**src/rtl/sync_fifo_flags.sv**
```systemverilog
// rtl/sync_fifo_flags.sv - single-clock FIFO of any depth with count, almost flags and sticky errors
// Optional build: define SYNC_FIFO_FWFT_EN for first-word-fall-through read data.
module sync_fifo_flags #(
  parameter int DEPTH    = 16,
  parameter int WIDTH    = 8,
  parameter int AF_LEVEL = DEPTH - 2,
  parameter int AE_LEVEL = 2,
  localparam int CW      = $clog2(DEPTH + 1)
) (
  input  logic             clk,
  input  logic             reset,
  input  logic             we,
  input  logic [WIDTH-1:0] wd,
  input  logic             re,
  input  logic             clr_err,
  output logic [WIDTH-1:0] rd,
  output logic             rd_valid,
  output logic             full,
  output logic             empty,
  output logic             almost_full,
  output logic             almost_empty,
  output logic [CW-1:0]    count,
  output logic             overflow,
  output logic             underflow
);
  localparam int PW = (DEPTH > 1) ? $clog2(DEPTH) : 1;
  localparam logic [PW-1:0] LAST = PW'(DEPTH - 1);

  logic [WIDTH-1:0] mem [DEPTH];
  logic [PW-1:0]    w_ptr;
  logic [PW-1:0]    r_ptr;
  logic             rd_acc;
  logic             wr_acc;

  assign empty        = (count == '0);
  assign full         = (count == CW'(DEPTH));
  assign almost_full  = (count >= CW'(AF_LEVEL));
  assign almost_empty = (count <= CW'(AE_LEVEL));

  // A full FIFO still takes a write when the head word leaves in the same cycle.
  assign rd_acc = re && !empty;
  assign wr_acc = we && (!full || rd_acc);

  always_ff @(posedge clk) begin
    if (reset) begin
      w_ptr     <= '0;
      r_ptr     <= '0;
      count     <= '0;
      overflow  <= 1'b0;
      underflow <= 1'b0;
    end else begin
      if (wr_acc) w_ptr <= (w_ptr == LAST) ? '0 : w_ptr + 1'b1;
      if (rd_acc) r_ptr <= (r_ptr == LAST) ? '0 : r_ptr + 1'b1;

      case ({wr_acc, rd_acc})
        2'b10:   count <= count + 1'b1;
        2'b01:   count <= count - 1'b1;
        default: count <= count;
      endcase

      // A new error in the same cycle as clr_err keeps the flag set.
      if (we && !wr_acc)  overflow <= 1'b1;
      else if (clr_err)   overflow <= 1'b0;

      if (re && empty)    underflow <= 1'b1;
      else if (clr_err)   underflow <= 1'b0;
    end
  end

  always_ff @(posedge clk) begin
    if (!reset && wr_acc) mem[w_ptr] <= wd;
  end

`ifdef SYNC_FIFO_FWFT_EN
  assign rd       = mem[r_ptr];
  assign rd_valid = !empty;
`else
  always_ff @(posedge clk) begin
    if (reset) begin
      rd       <= '0;
      rd_valid <= 1'b0;
    end else begin
      rd_valid <= rd_acc;
      if (rd_acc) rd <= mem[r_ptr];
    end
  end
`endif

endmodule
```
**config.mk**
```make
export PLATFORM = sky130hd
export DESIGN_NAME = sync_fifo_flags
export DESIGN_NICKNAME = d
export VERILOG_FILES = /design/src/rtl/sync_fifo_flags.sv
export SDC_FILE = /design/constraint.sdc
export NUM_CORES = 1
export LEC_CHECK = 0
export CAP_MARGIN = 20
export CORE_MARGIN = 2
export CORE_UTILIZATION = 58
export CTS_CLUSTER_DIAMETER = 120
export DETAILED_ROUTE_END_ITERATION = 12
export HOLD_SLACK_MARGIN = 0.1
export PLACE_DENSITY = 0.84
export SLEW_MARGIN = 25
export SYNTH_ARGS = -nofsm -noshare
export SYNTH_HDL_FRONTEND = slang
export SYNTH_SLANG_ARGS = --single-unit
```
**constraint.sdc**
```tcl
create_clock -name clk -period 7.2 [get_ports clk]
set_input_delay 1.08 -clock clk [delete_from_list [all_inputs] [get_ports clk]]
set_output_delay 1.08 -clock clk [all_outputs]
set_load 0.05 [all_outputs]
```
==> flow_summary.ini, run 1 <==
[run_status]
status = completed

[drt]
viasPerCell = 6.23
route.detailed.wl_per_inst_um = 23.6
route.detailed.drc = 0
route.vias.total = 3312
detail_route.first_pass.iterations = 5
postRouteAntennaNets = 0
drt_first_iter_violations = 290
wl_um = 12600

[sta]
finalCriticalPeriod_ps = 3540
finalHoldViolations = 0
timing.slew.headroom_pct = 36.0
unrepaired_setup_endpoints_after_global_routing = false
finalSetupTns_ps = 0
clock_skew_ps = 7.89
worst_pin_slew_ps = 954
setup_viol_count_final = 0
max_freq_mhz = 282
final.period_utilization_pct = 49.2
timing_max_transition_violations_final = 0

[clock_tree]
ctsHtreeMaxLevel = 4
cts-root-to-sink-buffers = 2
postCtsSetupRepairBufs = 0
numCtsBuffers = 17
holdBufCountCts = 0
cts-resized-gates = 0
cts_tree = built
clock_root_cell = sky130_fd_sc_hd__clkbuf_8
clk-insertion-delay-late_ps = 510
numClockSinks = 152
clk_pin_slew_ps = 60

[placement]
buffer_ports.inserted = 32
finalWeightedCongestion = 0.871
numPlacedInstances = 500
place.detailed.hpwl_um = 7380

[logic_synthesis]
synthesis.area_per_instance_um2 = 17.6
ys_types = 37
synth_enable_flop_cells = 128
postSynthCellCount = 347
synthesis.yosys.warnings = 0
synth_top_cell_by_area = sky130_fd_sc_hd__edfxtp_1
synth_area_mm2 = 0.00612
ys.flop_type = sky130_fd_sc_hd__edfxtp_1
synth.ff_latch_count = 152
async_set_or_reset_register_ratio_after_synthesis_pct = 0
synth_sequential_area_ratio_pct = 70.6
netlist.area_leader.share_pct = 62.8
mappedNetlistNets = 369
ys_top_cells_by_area = sky130_fd_sc_hd__edfxtp_1 63%, sky130_fd_sc_hd__mux4_2 12%, sky130_fd_sc_hd__dfxtp_1 7.8%

[min_path]
timing.hold.worst.class = reg2reg
hold_start = overflow
timing.hold.worst_path_depth = 2

[pwr]
static-leakage-power_nw = 2.26
worst_ir_drop_vdd_mv = 0.271
power.density_cell_area_mw_per_mm2 = 348
p_total_w = 0.00248

[worst_setup_path]
timing.critical_path.required_ps = 6120
critical_path.slowest_cell = sky130_fd_sc_hd__clkdlybuf4s50_1
critical_path_class = reg2out
r2r_start = count[0]
critPathLaunch = count[0]
timing.critical_path.from_type = flop
cpPeakStageDelay_ps = 820
arrival_ps = 2460
endpoint_kind = output pin
cp_cell_sequence = or4_4 -> nor2_1 -> clkdlybuf4s50_1
crit_path_max_fanout = 9
timing.reg2reg.worst_path_depth = 10

[die]
core_area_mm2 = 0.0103
floorplan.die.width_um = 107
design.portCount = 33
placementRows = 37
dieHeight_um = 107
initial_core_util_pct = 59.6
die_area_mm2 = 0.0114

[run]
max_cap_viol_count = 0

[layout]
flow.area_growth_from_synthesis_pct = 16.3
multiInputGateArea_mm2 = 0.00170
post_route_cells_drive_above_1_share_pct = 18.2
fin_util_pct = 69.2
finish.cell_count_without_fillers = 532
nets = 405
nFillCells = 642
num_antenna_cells = 0
sequential_cell_area_mm2 = 0.00433

[global_routing]
first_pass_grt_wire_length_um = 18800
overflow = 0
grt.total_usage_pct = 23.4
grt_start_max_net_pins = 37
grt_pass1_vias = 3266
antenna_found_initial = 0
==> worst max-delay path: cells and delay by family, from the launching register on <==
kind	cells	cell delay (ps)
buffers and inverters	1	820
DFF	1	350
and+or+nand+nor	2	770
==> placed cells by master, fill, tap and decap left out, drive strengths merged, types with 2 or more instances in the layout <==
master	count
mux4	32
xnor2	4
nor2	28
o21ai	4
a21oi	10
clkinv	4
a311oi	2
mux2i	21
clkdlybuf4s50	32
o221ai	8
nor2b	3
inv	12
nand2	13
ha	8
buf	2
nand2b	4
clkbuf	22
or3	2
edfxtp	128
a2111oi	2
dfxtp	24
nor3	7
clkinvlp	2
a21o	2
nand3b	9
==> through the flow <==
stage / cell area (um^2) / hold slack [ps] / setup slack, ps
global placement: 6550 / 465 / 3450
detailed placement: 6550 / 473 / 3300
floorplan: 6120 / 493 / 3060
global route: 7120 / 511 / 3560
CTS: 7100 / 482 / 3650
finish: 7120 / 482 / 3660
==> report_power, final <==
group / switching [W] / leakage [nW] / total (W) / internal, W
sequential: 0.0000621 / 1.35 / 0.00106 / 0.000997
clock: 0.000335 / 0.264 / 0.000813 / 0.000478
combinational: 0.000366 / 0.651 / 0.000603 / 0.000237
==> area by class of cell <==
cell class                 count  share of cell area (%)
timing repair buffer          34                    4.71
sequential                   152                    60.8
inverter                       9                   0.475
tap                          136                    2.39
clock inverter                10                    1.32
multi-input combinational    169                    23.9
clock buffer                  22                    6.36
==> cells in the mapped netlist (all sizes together) (7+ instances only) <==
library cell and count:
mux2i 21, a21oi 10, edfxtp 128, inv 9, nor3 7, buf 9
dfxtp 24, nand2 13, o221ai 8, clkbuf 8, nor2 28, ha 8
nand3b 9, mux4 32
==> kinds of logic (layout without fill, tap and decap cells) <==
logic type	Yosys count	count (layout)	share of synthesized area, %
buffers and inverters	26	75	1.84
and+or+nand+nor	69	69	5.48
xor gates and xnor gates	5	5	0.715
DFF	152	152	70.6
AOI/OAI and AO/OA	33	33	3.95
muxes	53	53	15.4
adders and majority gates	9	9	1.96
==> path summary, 6_finish.rpt <==
check | to | slack (ps)
setup / recovery | empty | 3660
hold / removal | overflow | 480
setup reg to reg | count[4] | 4290
hold reg to reg | overflow | 480
==> per-layer routing <==
layer  vias up  global-route usage [%]  part of all wire, %
met5         -                       0                    0
met1      1684                    31.9                   40
met4         0                    8.35                  1.0
met3        10                    5.47                  7.4
li1       1445                       -                    -
met2       173                    37.4                   52
==> registers in the layout, indices dropped and copies added (netlist names) <==
signal	count
w_ptr	4
underflow	1
rd_valid	1
mem	128
count	5
overflow	1
rd	8
r_ptr	4
Power figures use the tool's default switching activity.
==> run 2: changes to the inputs <==
Clock period 7.2 ns to 3.4 ns, I/O delays scaled along.
==> run 2 against run 1 <==
Compared with the run above:
- global-route usage rose by 0.32 points
- via count increased by 0.75%
- count of clock-buffer cells in the layout fell by 3
- critical path depth unchanged
- critical path type unchanged
- final area is 2.3% higher
- setup slack worse by 3200 ps
- sequential share of layout area is 1.3 points lower
- die area is the same
- largest cell class unchanged
- cell count rose by 3.9%
- non-clock buffer count rose by 21
- clock skew is 7.4 ps higher
==> flow_summary.ini, run 2 (synthesis gave the netlist of run 1 again) <==
[global_routing]
overflow = 0
grt.total_usage_pct = 23.7
grt_start_max_net_pins = 37
antenna_found_initial = 0
grt_pass1_vias = 3467
first_pass_grt_wire_length_um = 19100

[sta]
final.period_utilization_pct = 87.2
unrepaired_setup_endpoints_after_global_routing = false
max_freq_mhz = 337
finalCriticalPeriod_ps = 2960
clock_skew_ps = 15.3
timing_max_transition_violations_final = 0
finalHoldViolations = 0
timing.slew.headroom_pct = 48.3
setup_viol_count_final = 0
worst_pin_slew_ps = 775
finalSetupTns_ps = 0
pnr_worst_setup_slack_ps = 436

[worst_setup_path]
arrival_ps = 2450
endpoint_kind = output pin
timing.critical_path.required_ps = 2890
critical_path_class = reg2out
timing.reg2reg.worst_path_depth = 10
cp_cell_sequence = or4_4 -> nor2_1 -> clkdlybuf4s50_1
critical_path.slowest_cell = sky130_fd_sc_hd__clkdlybuf4s50_1
cpPeakStageDelay_ps = 820
crit_path_max_fanout = 9
timing.critical_path.from_type = flop

[pwr]
power.density_cell_area_mw_per_mm2 = 735
static-leakage-power_nw = 2.37
worst_ir_drop_vdd_mv = 0.537

[die]
initial_core_util_pct = 59.6
floorplan.die.width_um = 107
placementRows = 37
die_area_mm2 = 0.0114
dieHeight_um = 107
design.portCount = 33
core_area_mm2 = 0.0103

[drt]
postRouteAntennaNets = 0
detail_route.first_pass.iterations = 5
drt_first_iter_violations = 257
route.vias.total = 3337
route.detailed.drc = 0
route.detailed.wl_per_inst_um = 22.3
wl_um = 12400
viasPerCell = 6.03

[clock_tree]
postCtsSetupRepairBufs = 0
cts-resized-gates = 0
holdBufCountCts = 0
cts_tree = built
ctsHtreeMaxLevel = 4
numCtsBuffers = 17
numClockSinks = 152
clk_pin_slew_ps = 70
clk-insertion-delay-late_ps = 530
clock_root_cell = sky130_fd_sc_hd__clkbuf_8
cts-root-to-sink-buffers = 2

[placement]
buffer_ports.inserted = 32
placement_stage_worst_setup_slack_ps = 429
finalWeightedCongestion = 0.839
place.detailed.hpwl_um = 7470

[layout]
flow.area_growth_from_synthesis_pct = 18.9
final_common_cell = sky130_fd_sc_hd__edfxtp_1
post_route_cells_drive_above_1_share_pct = 21.8
multiInputGateArea_mm2 = 0.00169
layout_top_registers = mem x128, rd x8, count x5
nFillCells = 602
num_antenna_cells = 0
most-common-layout-cells = 128 x sky130_fd_sc_hd__edfxtp_1, 32 x sky130_fd_sc_hd__mux4_2, 32 x sky130_fd_sc_hd__clkdlybuf4s50_1, 28 x sky130_fd_sc_hd__nor2_1, 23 x sky130_fd_sc_hd__buf_4
top_register = mem
largest_register_ff_count = 128
nets = 426
sequential_cell_area_mm2 = 0.00433

[min_path]
timing.hold.worst.class = reg2reg
timing.hold.worst_path_depth = 2

[run]
max_cap_viol_count = 0

[run_status]
status = completed
## run 2: cell types whose count changed in the layout (fill, tap and decap cells not counted), sizes merged
cell	previous run	this run
clkbuf	22	19
buf	2	23
clkinvlp	2	3
bufinv	1	2
inv	12	13
## run 2: where the power goes
part | internal, W | switching [W]
clock network | 0.00105 | 0.000743
logic | 0.000532 | 0.000753
registers | 0.00211 | 0.000156
total | 0.00370 | 0.00165
## run 2: cell type report
class / instances / area share (%)
Sequential cell: 152 / 59.4
Multi-Input combinational cell: 169 / 23.2
Timing Repair Buffer: 55 / 6.77
Clock buffer: 19 / 5.79
Tap cell: 136 / 2.34
Clock inverter: 13 / 2.03
Inverter: 9 / 0.464
## run 2: per-layer routing
metal,share of wire [%],up-vias,GRT usage (%)
met4,2.2,0,9.00
met3,6.1,27,6.63
met1,40,1680,29.9
li1,-,1493,-
met5,0,-,0
met2,52,137,39.3
## run 2: final timing paths
kind | start | to | slack (ps)
worst min register to register | overflow | overflow | 470
worst min-delay path | overflow | overflow | 470
worst max-delay path | count[0] | empty | 440
worst max register to register | count[0] | count[4] | 550
## run 2: critical path: cells and delay by family (launching register included)
| family | cells | cell delay (ps) |
|---|---|---|
| DFF | 1 | 350 |
| buffers and inverters | 1 | 820 |
| and+or+nand+nor | 2 | 770 |
## run 2: through the flow
| step | area, um^2 | power [W] | hold slack (ps) | cells | utilization (%) |
|---|---|---|---|---|---|
| 2_1_floorplan | 6120 | 0.00319 | 493 | 347 | - |
| 3_5_place_dp | 6710 | 0.00359 | 468 | 521 | 65.3 |
| 4_1_cts | 7280 | 0.00538 | 478 | 553 | 70.8 |
| 3_3_place_gp | 6710 | 0.00354 | 458 | 521 | 65.3 |
| 6_report | 7280 | 0.00535 | 474 | 553 | 70.8 |
| 5_1_grt | 7280 | 0.00556 | 488 | 553 | 70.8 |
